[src/rtl/present_round_ctrl.sv]
// 16-bit PRESENT-style cipher controller: one round per cycle, then post-whitening.
// Latency ROUNDS+1 cycles accept-to-out_valid; result held in DONE until out_ready, no new job accepted meanwhile.
module present_round_ctrl #(
    parameter int unsigned ROUNDS = 15
) (
    input  logic        clk,
    input  logic        rst_n,
    input  logic        in_valid,
    output logic        in_ready,
    input  logic [15:0] data_in,
    input  logic [31:0] key_in,
    output logic        out_valid,
    input  logic        out_ready,
    output logic [15:0] data_out,
    output logic        busy
);

    localparam logic [4:0] LP_ROUNDS = 5'(ROUNDS);

    typedef enum logic [1:0] {
        S_IDLE  = 2'd0,
        S_ROUND = 2'd1,
        S_FINAL = 2'd2,
        S_DONE  = 2'd3
    } state_t;

    state_t      r_state;
    state_t      w_state_nxt;
    logic [15:0] r_blk;
    logic [31:0] r_key;
    logic [4:0]  r_rc;

    logic        w_accept;
    logic        w_last_round;
    logic [15:0] w_ark;
    logic [15:0] w_sub;
    logic [15:0] w_round_blk;
    logic [31:0] w_key_rot;
    logic [31:0] w_key_nxt;

    function automatic logic [3:0] sbox(input logic [3:0] x);
        logic [3:0] y;
        case (x)
            4'h0: y = 4'hC;
            4'h1: y = 4'h5;
            4'h2: y = 4'h6;
            4'h3: y = 4'hB;
            4'h4: y = 4'h9;
            4'h5: y = 4'h0;
            4'h6: y = 4'hA;
            4'h7: y = 4'hD;
            4'h8: y = 4'h3;
            4'h9: y = 4'hE;
            4'hA: y = 4'hF;
            4'hB: y = 4'h8;
            4'hC: y = 4'h4;
            4'hD: y = 4'h7;
            4'hE: y = 4'h1;
            default: y = 4'h2;
        endcase
        return y;
    endfunction

    // Output bit j takes input bit (4*j mod 15), the inverse of i -> 4*i mod 15.
    function automatic logic [15:0] player(input logic [15:0] s);
        return {s[15], s[11], s[7], s[3],
                s[14], s[10], s[6], s[2],
                s[13], s[9],  s[5], s[1],
                s[12], s[8],  s[4], s[0]};
    endfunction

    assign w_accept     = in_valid & in_ready;
    assign w_last_round = (r_rc == LP_ROUNDS);

    assign w_ark       = r_blk ^ r_key[31:16];
    assign w_sub       = {sbox(w_ark[15:12]), sbox(w_ark[11:8]),
                          sbox(w_ark[7:4]),   sbox(w_ark[3:0])};
    assign w_round_blk = player(w_sub);

    assign w_key_rot = {r_key[24:0], r_key[31:25]};
    assign w_key_nxt = {sbox(w_key_rot[31:28]), w_key_rot[27:12],
                        w_key_rot[11:7] ^ r_rc, w_key_rot[6:0]};

    always_ff @(posedge clk or negedge rst_n) begin
        if (!rst_n) begin
            r_state <= S_IDLE;
        end else begin
            r_state <= w_state_nxt;
        end
    end

    always_comb begin
        w_state_nxt = r_state;
        case (r_state)
            S_IDLE:  if (w_accept) w_state_nxt = S_ROUND;
            S_ROUND: if (w_last_round) w_state_nxt = S_FINAL;
            S_FINAL: w_state_nxt = S_DONE;
            S_DONE:  if (out_ready) w_state_nxt = S_IDLE;
            default: w_state_nxt = S_IDLE;
        endcase
    end

    always_comb begin
        in_ready  = (r_state == S_IDLE);
        out_valid = (r_state == S_DONE);
        busy      = (r_state != S_IDLE);
    end

    assign data_out = r_blk;

    always_ff @(posedge clk or negedge rst_n) begin
        if (!rst_n) begin
            r_blk <= '0;
            r_key <= '0;
            r_rc  <= '0;
        end else begin
            case (r_state)
                S_IDLE: begin
                    if (w_accept) begin
                        r_blk <= data_in;
                        r_key <= key_in;
                        r_rc  <= 5'd1;
                    end
                end
                S_ROUND: begin
                    r_blk <= w_round_blk;
                    r_key <= w_key_nxt;
                    if (!w_last_round) r_rc <= r_rc + 5'd1;
                end
                S_FINAL: begin
                    // Post-whitening with the key left by the last round.
                    r_blk <= r_blk ^ r_key[31:16];
                end
                default: ;
            endcase
        end
    end

endmodule

[config.mk]
export PLATFORM = sky130hd
export DESIGN_NAME = present_round_ctrl
export DESIGN_NICKNAME = d
export VERILOG_FILES = /design/src/rtl/present_round_ctrl.sv
export SDC_FILE = /design/constraint.sdc
export NUM_CORES = 1
export LEC_CHECK = 0
export ABC_AREA = 0
export ABC_CLOCK_PERIOD_IN_PS = 3200
export CORE_AREA = 2 2 98 100
export DETAILED_ROUTE_END_ITERATION = 7
export DIE_AREA = 0 0 100 102
export GPL_TIMING_DRIVEN = 1
export MAX_ROUTING_LAYER = met4
export PLACE_DENSITY = 0.83
export SYNTH_ARGS = -nofsm -noshare
export SYNTH_HDL_FRONTEND = slang
export SYNTH_SLANG_ARGS = --single-unit
export TNS_END_PERCENT = 20
[constraint.sdc]
create_clock -name clk -period 3.2 [get_ports clk]
set_clock_uncertainty 0.05 [all_clocks]
set_input_delay 0.64 -clock clk [delete_from_list [all_inputs] [get_ports clk]]
set_output_delay 0.64 -clock clk [all_outputs]
set_load 0.005 [all_outputs]
After elaboration in Yosys (flattened, before gate mapping)
Memories as Yosys holds them, arrays and structs flattened.
Index checks and enable logic that the tools add are counted.
- $add $sub $neg: 1
- eq/ne operators: 8
- mux-type cells: 11
- bitwise operators: 3
- reductions and logical operators: 8
- operator list (kind ; number):
    one-hot mux 32 bit (2 select lines) ; 1
    one-hot mux 16 bit (3 select lines) ; 1
    2-to-1 mux 32 bit ; 1
    2-to-1 mux 16 bit ; 1
    XOR 16 bit ; 1
    2-to-1 mux 5 bit ; 2
    one-hot mux 5 bit (2 select lines) ; 1
    one-hot mux 2 bit (4 select lines) ; 1
    2-to-1 mux 2 bit ; 3
    AND reduction 3 bit ; 2
    adder 5 x 1 -> 5 bit, second input constant ; 1
    equality test 5 x 4 -> 1 bit, second input constant ; 1
    XOR 5 bit ; 1
    equality test 2 bit, second input constant ; 2
    inequality test 2 x 1 -> 1 bit, second input constant ; 2
    inequality test 2 bit, second input constant ; 2
    AND reduction 2 bit ; 2
    nonzero test 2 bit ; 2
    nonzero test 3 bit ; 1
    equality test 2 x 1 -> 1 bit, second input constant ; 1
    logical NOT 2 bit ; 1
    AND 1 bit ; 1
- bits in registers: 55
- bits in read-only memories: 320
- input bits: 52
- output and inout bits: 19
- logic and storage cells: 40
- memories kept: 5
- memory list (name ; depth ; width ; read ports ; clocked after Yosys merged registers in ; write ports ; line ; text):
    (name not given) ; 16 ; 4 ; 1 ; 0 ; 0 ; 43 ; case (x)
    (name not given) ; 16 ; 4 ; 1 ; 0 ; 0 ; 43 ;
    (name not given) ; 16 ; 4 ; 1 ; 0 ; 0 ; 43 ;
    (name not given) ; 16 ; 4 ; 1 ; 0 ; 0 ; 43 ;
    (name not given) ; 16 ; 4 ; 1 ; 0 ; 0 ; 43 ;

Longest topological paths before layout
Gate-level depths: netlist of run 1.
- depth in word-level cells: 4
- gate-level depth with buffers: 9
- gate-level depth less buffers: 7

Worst setup path after synthesis of run 1
Ideal clock, no wire load.
- path kind: reg2reg
- start point: register r_key[21]
- end point: register r_key[30]
- setup time: 0.142 ns
- arrival time: 1.654 ns
- path slack: 1.354 ns
- cell stages (with the launch flop): 6
- path buffers: 0
- period minus slack after synthesis: 1.846 ns
- path through: dfrtp_1 > inv_1 > ha_1 > mux4_2 > a211oi_1 > a211oi_1
- longest elaborated chain between the ends: 2
- RTL lines (element ; line ; text):
    start, declared ; 30 ; logic [31:0] r_key;
    start signal, assigned ; 121 ; r_key <= key_in;
    start signal, assigned ; 127 ; r_key <= w_key_nxt;
    memory (16 x 4 bit) ; - ;
    one-hot mux 32 bit (2 select lines) ; 117 ; case (r_state)
No other way between the ends.
A chain may end at the register's enable or synchronous reset.

Worst setup path in the final report of run 1
- start point: register r_state[0]
- end point: output busy
- longest elaborated chain between the ends: 1
- RTL lines (element ; line ; text):
    start, declared ; 27 ; state_t r_state;
    start signal, assigned ; 88 ; r_state <= w_state_nxt;
    nonzero test 2 bit ; 106 ; busy = (r_state != S_IDLE);
    end, declared ; 15 ; output logic busy
No other way between the ends.

==> out/metrics.cfg, run 1 <==
[pwr]
p_sw_mw=3.22
internal_power_mw=3.19
vdd_drop_max_v=0.000434
swShare_pct=50.3
pwr-share-clk_pct=6.3
comb_power_share_pct=68.1
power_density_nw_per_um2=1250
total_power_mw=6.41
total_leakage_power_nw=1.97
p_seq_share_pct=25.6

[clock_network]
numCtsBuffers=5
post_cts_buffers=0
holdBufCountCts=0
post_cts_resized=0
clkTransAtPathRegs_ps=100
ctsLongestPathBuffers=2
clock-sinks=55
cts_root_buf=clkbuf_8
cts_tree=built
clock_latency_ps=310
htree_levels=2

[grt]
first_global_vias=4026
grt_max_degree=68
antenna_found_initial=0
grt_pass1_wl_mm=20.1
grt_usage_pct=25.2
gr-total-overflow=0

[yosys]
yosysSeqAreaShare_pct=32.2
synth_edf_count=0
synth_cell_type_count=48
synth_area_leaders=dfrtp_1 32%, ha_1 7.3%, o22ai_1 7.3%, mux2_2 5.8%, a21oi_1 4.9%
ys_warn_count=0
dominantRegCellSynth=dfrtp_1
syn_area_um2=4270
synth_top_cell_by_area=dfrtp_1
yosys.cell_count.top_type=dfrtp_1
synthArstFlopShare_pct=100
syn-num-nets=557
synth_commonest_cells=55 x dfrtp_1, 50 x o22ai_1, 42 x a21oi_1, 31 x o21ai_0, 29 x nand2_1
synth_cells=480
synth-seq-cells=55
syn_avg_cell_area_um2=8.90
synth_top_cell_area_share_pct=32.2

[floorplanning]
dieArea_um2=10200
die_y_um=102
start_util_pct=46.9
rows=35
core_area_um2=9110
io_pins=71
die_x_um=100

[setup_path]
required_ps=2510
slowest_stage=clkdlybuf4s50_1
worstPathArrival_ps=1780
path_class=reg2out
r2r_slack_ps=810
end_kind=output port
crit_fanout=5
slowest_delay_ps=530
reg2reg_from=r_state[1]
path_common_cell=inv_1
r2r_cells=8
startpoint_type=flop
cp_cell_sequence=inv_1 > ha_2 > inv_1 > clkdlybuf4s50_1
r2r_end=r_key[8]

[layout]
diodes=0
register_area_um2=1380
multi_input_area_um2=2680
area_growth_pct=19.6
drive_gt1_share_pct=9.26
instances_no_fill=640
fill_cells=808
num-nets-final=605

[detailed_routing]
dr.pass1.iters=5
ant_nets=0
drt-initial-drc-count=218
via_per_inst=6.43
detail_route.wl_per_cell_um=19.1
drc=0
drt-total-wl_mm=12.2
num_vias=4115

[sta]
rsz0062_at_grt=no
whs_ps=264
tightest_slew_ps=830
min_period_ps=2470
final.setup.tns_ps=0
hold_viol_final=0
final-setup-viol-count=0
fmax_mhz=406
finalCritPeriodShare_pct=77.1
drv_slew=0
relSlewSlack_pct=44.5

[place]
dpl.cell_count=632
gp_congestion=0.975
dp_hpwl_mm=8.55
port_buffers=70

[min_path]
hold_path.class=in2async

[run]
drv_cap=0

[outcome]
outcome=completed

[metal layers]
layer	vias up	wire length, um	global-route usage (%)
met1	1953	4980	33.7
met4	0	250	7.80
li1	1919	-	-
met5	-	0	-
met3	21	1190	4.04
met2	222	5820	39.7
[area by class of cell]
class,count,area share (%)
multi-input combinational,373,52.5
sequential,55,26.9
timing repair buffer,78,15.0
tap,111,2.72
clock buffer,6,1.42
inverter,15,1.10
clock inverter,2,0.245
[layout by cell type (no fill, tap or decap), types with 6 or more instances in the layout]
cell / synthesis / layout
clkdlybuf4s50_1: 0 / 69
dfrtp_1: 55 / 55
o22ai_1: 50 / 50
a21oi_1: 42 / 42
o21ai_0: 31 / 31
nand2_1: 29 / 29
ha_1: 25 / 23
xor2_1: 22 / 22
mux2_2: 22 / 22
nor2_1: 20 / 20
inv_1: 14 / 14
mux2i_1: 14 / 14
or4_1: 14 / 14
nand3_1: 9 / 9
a221oi_1: 8 / 8
a211oi_1: 8 / 8
o221ai_1: 7 / 7
a31oi_1: 7 / 7
buf_4: 1 / 7
nand2b_1: 6 / 6
o21a_1: 6 / 6
nor2b_1: 6 / 6
[flip-flops by register name, indices dropped and copies added (netlist names)]
register / cells
data_out: 16
r_key: 32
r_rc: 5
r_state: 2
[power by group through the flow]
stage / registers, mW / clock network, mW / logic [mW]
2_1_floorplan: 1.43 / 0 / 3.28
3_3_place_gp: 1.62 / 0 / 4.09
3_5_place_dp: 1.64 / 0 / 4.27
4_1_cts: 1.62 / 0.406 / 4.31
5_1_grt: 1.70 / 0.432 / 4.84
6_report: 1.64 / 0.403 / 4.36
[kinds of logic (layout without fill, tap and decap cells)]
| group | count (synthesis) | count (layout) | synth area share, % |
|---|---|---|---|
| flops | 55 | 55 | 32.2 |
| mux | 38 | 38 | 10.1 |
| buf+inv | 52 | 101 | 5.09 |
| xor+xnor | 29 | 29 | 6.30 |
| simple gates | 99 | 99 | 11.9 |
| fa+ha+maj | 25 | 25 | 7.32 |
| compound gates | 182 | 182 | 27.1 |
[through the flow]
step	area (um2)	utilization, %	setup WS (ps)
floorplan	4270	-	1350
global placement	5020	55.2	563
detailed placement	5020	55.2	458
CTS	5110	56.1	719
global route	5110	56.1	627
finish	5110	56.1	734
[how the worst max path moves through the flow]
stage / startpoint / endpoint / slack [ps] / depth (start not counted)
2_1_floorplan: r_key[21] / r_key[30] / 1350 / 5
3_3_place_gp: in_valid / data_out[7] / 560 / 5
3_5_place_dp: in_valid / data_out[4] / 460 / 5
4_1_cts: r_state[0] / busy / 720 / 4
5_1_grt: r_state[1] / r_key[8] / 630 / 8
6_report: r_state[0] / busy / 730 / 4
[worst max-delay path: cells and delay by family, from the launching register on]
kind,cells,cell delay [ps]
buf+inv,3,810
flops,1,420
fa+ha+maj,1,230
Power figures use the tool's default switching activity.
==> run 2, diff against run 1 <==
--- a/config.mk
+++ b/config.mk
@@ -6,13 +6,13 @@
 export NUM_CORES = 1
 export LEC_CHECK = 0
 export ABC_AREA = 0
-export ABC_CLOCK_PERIOD_IN_PS = 3200
+export ABC_CLOCK_PERIOD_IN_PS = 2100
 export CORE_AREA = 2 2 98 100
 export DETAILED_ROUTE_END_ITERATION = 7
 export DIE_AREA = 0 0 100 102
 export GPL_TIMING_DRIVEN = 1
 export MAX_ROUTING_LAYER = met4
-export PLACE_DENSITY = 0.83
+export PLACE_DENSITY = 0.85
 export SYNTH_ARGS = -nofsm -noshare
 export SYNTH_HDL_FRONTEND = slang
 export SYNTH_SLANG_ARGS = --single-unit
==> constraint.sdc (replaced) <==
create_clock -name clk -period 2.1 [get_ports clk]
set_clock_uncertainty 0.05 [all_clocks]
set_input_delay 0.42 -clock clk [delete_from_list [all_inputs] [get_ports clk]]
set_output_delay 0.42 -clock clk [all_outputs]
set_load 0.005 [all_outputs]
==> out/metrics.cfg, run 2 (synthesis results as in run 1) <==
[pwr]
vdd_drop_max_v=0.000705
p_sw_mw=5.14
pwr-share-clk_pct=6.5
power_density_nw_per_um2=1950
swShare_pct=48.9
total_leakage_power_nw=2.11
p_seq_share_pct=23.1
comb_power_share_pct=70.4
internal_power_mw=5.37

[min_path]
hold_path.class=in2async

[sta]
tightest_slew_ps=630
hold_viol_final=0
final.setup.tns_ps=0
final-setup-viol-count=0
relSlewSlack_pct=58.0
whs_ps=22.2
finalCritPeriodShare_pct=96.8
drv_slew=0
min_period_ps=2030
fmax_mhz=492
rsz0062_at_grt=no

[setup_path]
r2r_cells=8
r2r_slack_ps=140
r2r_end=r_key[9]
startpoint_type=flop
required_ps=1630
worstPathArrival_ps=1560
path_class=reg2out
reg2reg_from=r_state[0]
crit_fanout=5
end_kind=output port

[layout]
diodes=0
final_common_cell=clkdlybuf4s50_1
area_growth_pct=26.0
final_cell_mix=68 x clkdlybuf4s50_1, 55 x dfrtp_1, 50 x o22ai_1, 42 x a21oi_1, 31 x o21ai_0
num-nets-final=627
top_register=r_key
largest_reg_flops=32
drive_gt1_share_pct=14.3

[clock_network]
ctsLongestPathBuffers=2
clock-sinks=55
numCtsBuffers=5
clkTransAtPathRegs_ps=110
holdBufCountCts=0
clock_latency_ps=340
htree_levels=2
cts_tree=built
cts_root_buf=clkbuf_8

[grt]
grt_pass1_wl_mm=20.1
grt_usage_pct=25.7
first_global_vias=4136
grt_max_degree=68
antenna_found_initial=0
gr-total-overflow=0

[floorplanning]
start_util_pct=46.9
core_area_um2=9110
rows=35
die_x_um=100
dieArea_um2=10200
io_pins=71
die_y_um=102

[detailed_routing]
ant_nets=0
drt-total-wl_mm=12.5
drc=0
via_per_inst=6.37
detail_route.wl_per_cell_um=18.9
num_vias=4214
drt-initial-drc-count=273
dr.pass1.iters=5

[run]
drv_cap=0

[place]
dp_hpwl_mm=8.90
gp_congestion=0.959
port_buffers=70

[outcome]
outcome=completed

-- run 2: cell count changes in the layout (fill, tap and decap cells not counted), moves of 2 or more --
cell    delta
ha_1       -2
inv_1      -3
ha_4       +2
inv_2      +2
buf_4     +18
buf_12     +4
-- run 2: worst max-delay path by stage --
| stage | to | cells after the start | from |
|---|---|---|---|
| after detailed placement | data_out[8] | 6 | in_valid |
| after global placement | data_out[8] | 6 | in_valid |
| after floorplan | r_key[30] | 5 | r_key[21] |
| final | in_ready | 3 | r_state[1] |
| after global routing | in_ready | 3 | r_state[1] |
| after CTS | busy | 4 | r_state[1] |
-- run 2: what timing repair did --
item,4_1_cts,5_1_grt
setup endpoints to repair,2,15
setup buffers,2,0
gates resized for setup,3,8
-- run 2: layout make-up --
type	count	area (um2)
inverter	15	58.8
sequential	55	1380
timing repair buffer	100	986
clock buffer	5	68.8
clock inverter	3	33.8
multi-input combinational	373	2720
tap	111	139
fill	795	3720
-- run 2: critical path: stages (launching register included) --
cell and delay [ps]:
dfrtp_1 420, inv_2 130, ha_4 190, clkdlybuf4s50_1 500
-- run 2: stage by stage --
stage	util (%)	std cells	cell area, um2	power (mW)	setup slack (ps)
final	59.1	662	5390	10.5	66.8
after global routing	59.1	662	5390	11.4	11.2
after floorplan	-	480	4270	7.17	254
after global placement	57.3	652	5220	9.22	103
after detailed placement	57.3	652	5220	9.58	35.1
after CTS	58.8	662	5350	10.4	4.31
-- run 2: power groups by stage --
stage	clock network [mW]	logic (mW)	registers, mW
floorplan	0	5.00	2.18
global placement	0	6.84	2.38
detailed placement	0	7.15	2.42
CTS	0.697	7.29	2.39
global route	0.729	8.17	2.50
finish	0.683	7.40	2.43
-- run 2: layer usage --
metal  share of wire (%)  vias up  track usage [%]
met4                 3.3        0             12.4
met3                 7.1       30             3.56
met1                  41     2038             32.0
met5                   0        -                -
met2                  48      190             41.3
li1                    -     1956                -
==> run 3, diff against run 2 <==
--- a/config.mk
+++ b/config.mk
@@ -7,12 +7,14 @@
 export LEC_CHECK = 0
 export ABC_AREA = 0
 export ABC_CLOCK_PERIOD_IN_PS = 2100
+export CAP_MARGIN = 20
 export CORE_AREA = 2 2 98 100
 export DETAILED_ROUTE_END_ITERATION = 7
 export DIE_AREA = 0 0 100 102
 export GPL_TIMING_DRIVEN = 1
 export MAX_ROUTING_LAYER = met4
 export PLACE_DENSITY = 0.85
+export REMOVE_ABC_BUFFERS = 1
 export SYNTH_ARGS = -nofsm -noshare
 export SYNTH_HDL_FRONTEND = slang
 export SYNTH_SLANG_ARGS = --single-unit
==> out/metrics.cfg, run 3 (synthesis results as in run 1) <==
[outcome]
outcome=completed

[layout]
area_growth_pct=25.1
drive_gt1_share_pct=13.9
final_common_cell=clkdlybuf4s50_1
diodes=0
final_cell_mix=68 x clkdlybuf4s50_1, 55 x dfrtp_1, 50 x o22ai_1, 42 x a21oi_1
multi_input_area_um2=2700
register_area_um2=1380
num-nets-final=631
largest_reg_flops=32
top_register=r_key
instances_no_fill=666
fill_cells=799

[place]
dp_hpwl_mm=8.99
place_ws_ps=-107
gp_congestion=0.947
port_buffers=70
dpl.cell_count=655

[grt]
first_global_vias=4108
grt_pass1_wl_mm=20.4
antenna_found_initial=0
grt_usage_pct=25.8
gr-total-overflow=0
grt_max_degree=56

[sta]
min_period_ps=2040
relSlewSlack_pct=52.1
hold_viol_final=0
fmax_mhz=490
rsz0062_at_grt=no
final.setup.tns_ps=0
finalCritPeriodShare_pct=97.2
setup_ws_ps=59.2
drv_slew=0
tightest_slew_ps=719
final-setup-viol-count=0

[floorplanning]
rows=35
die_y_um=102
core_area_um2=9110
dieArea_um2=10200
start_util_pct=46.9
die_x_um=100
io_pins=71

[setup_path]
slowest_stage=clkdlybuf4s50_1
slowest_delay_ps=520
path_class=reg2out
path_buf_inv=2
cp_cell_sequence=inv_2 > ha_4 > clkdlybuf4s50_1
reg2reg_from=r_key[21]
r2r_cells=5
startpoint_type=flop
startpoint=r_state[1]
r2r_slack_ps=100
end_kind=output port
r2r_end=r_key[30]
worstPathArrival_ps=1570
required_ps=1630
critPathTopFamily=buffers and inverters
crit_fanout=4

[clock_network]
holdBufCountCts=0
ctsLongestPathBuffers=2
clkTransAtPathRegs_ps=110
clock-sinks=55
cts_tree=built
cts_root_buf=clkbuf_8
numCtsBuffers=5
htree_levels=2
clock_latency_ps=320

[detailed_routing]
drt-total-wl_mm=12.6
ant_nets=0
via_per_inst=6.42
drt-initial-drc-count=346
detail_route.wl_per_cell_um=18.9
num_vias=4279
dr.pass1.iters=5
drc=0

[pwr]
power_density_nw_per_um2=1940
total_leakage_power_nw=2.11
vdd_drop_max_v=0.000712

[run]
drv_cap=0

[min_path]
hold_path.class=in2async

==> run 3: worst register-to-register path, stage by stage (launching register included) <==
cell and delay, ps:
dfrtp_1 500, inv_1 120, ha_1 360, mux4_2 480
a211oi_1 270, a211oi_1 90
==> run 3: stage by stage <==
| stage | hold slack (ps) | util [%] | total power, mW | cell area [um2] |
|---|---|---|---|---|
| after floorplan | 74.4 | - | 7.00 | 4110 |
| after global placement | 397 | 57.3 | 9.03 | 5220 |
| after detailed placement | 397 | 57.3 | 9.46 | 5220 |
| after CTS | 54.7 | 58.6 | 10.2 | 5340 |
| after global routing | 62.9 | 58.7 | 11.2 | 5340 |
| final | 24.9 | 58.7 | 10.4 | 5340 |
==> run 3: layout make-up <==
cell class              instances  share of cell area (%)
flip-flops and latches         55                    25.8
repair buffers                104                    18.5
well taps                     111                    2.60
inverters                      15                    1.05
clock inverters                 1                  0.0937
clock buffers                   7                    1.43
multi-input cells             373                    50.5
==> run 3: where the power goes <==
group | switching (mW) | leakage, nW | internal (mW)
sequential | 0.743 | 0.634 | 1.64
combinational | 3.94 | 1.43 | 3.42
clock | 0.375 | 0.0422 | 0.236
total | 5.06 | 2.11 | 5.29
==> run 3: worst max path at each step <==
stage / cells after the start / endpoint / slack [ps]
after floorplan: 5 / r_key[0] / -1260
after global placement: 7 / data_out[8] / -40
after detailed placement: 7 / data_out[8] / -110
after CTS: 4 / busy / 20
after global routing: 8 / data_out[8] / 0.4
final: 3 / in_ready / 60
==> run 3: routing by layer <==
metal | share of wire (%) | GRT usage [%] | vias up
met4 | 2.1 | 6.01 | 0
li1 | - | - | 1958
met3 | 7.6 | 3.83 | 32
met2 | 50 | 44.0 | 198
met1 | 41 | 32.6 | 2091
met5 | 0 | - | -
==> run 3: repair_timing <==
item                       4_1_cts  5_1_grt
gates resized for setup          2        3
pin swaps                        1        0
setup buffers                    3        0
setup endpoints to repair        2        8
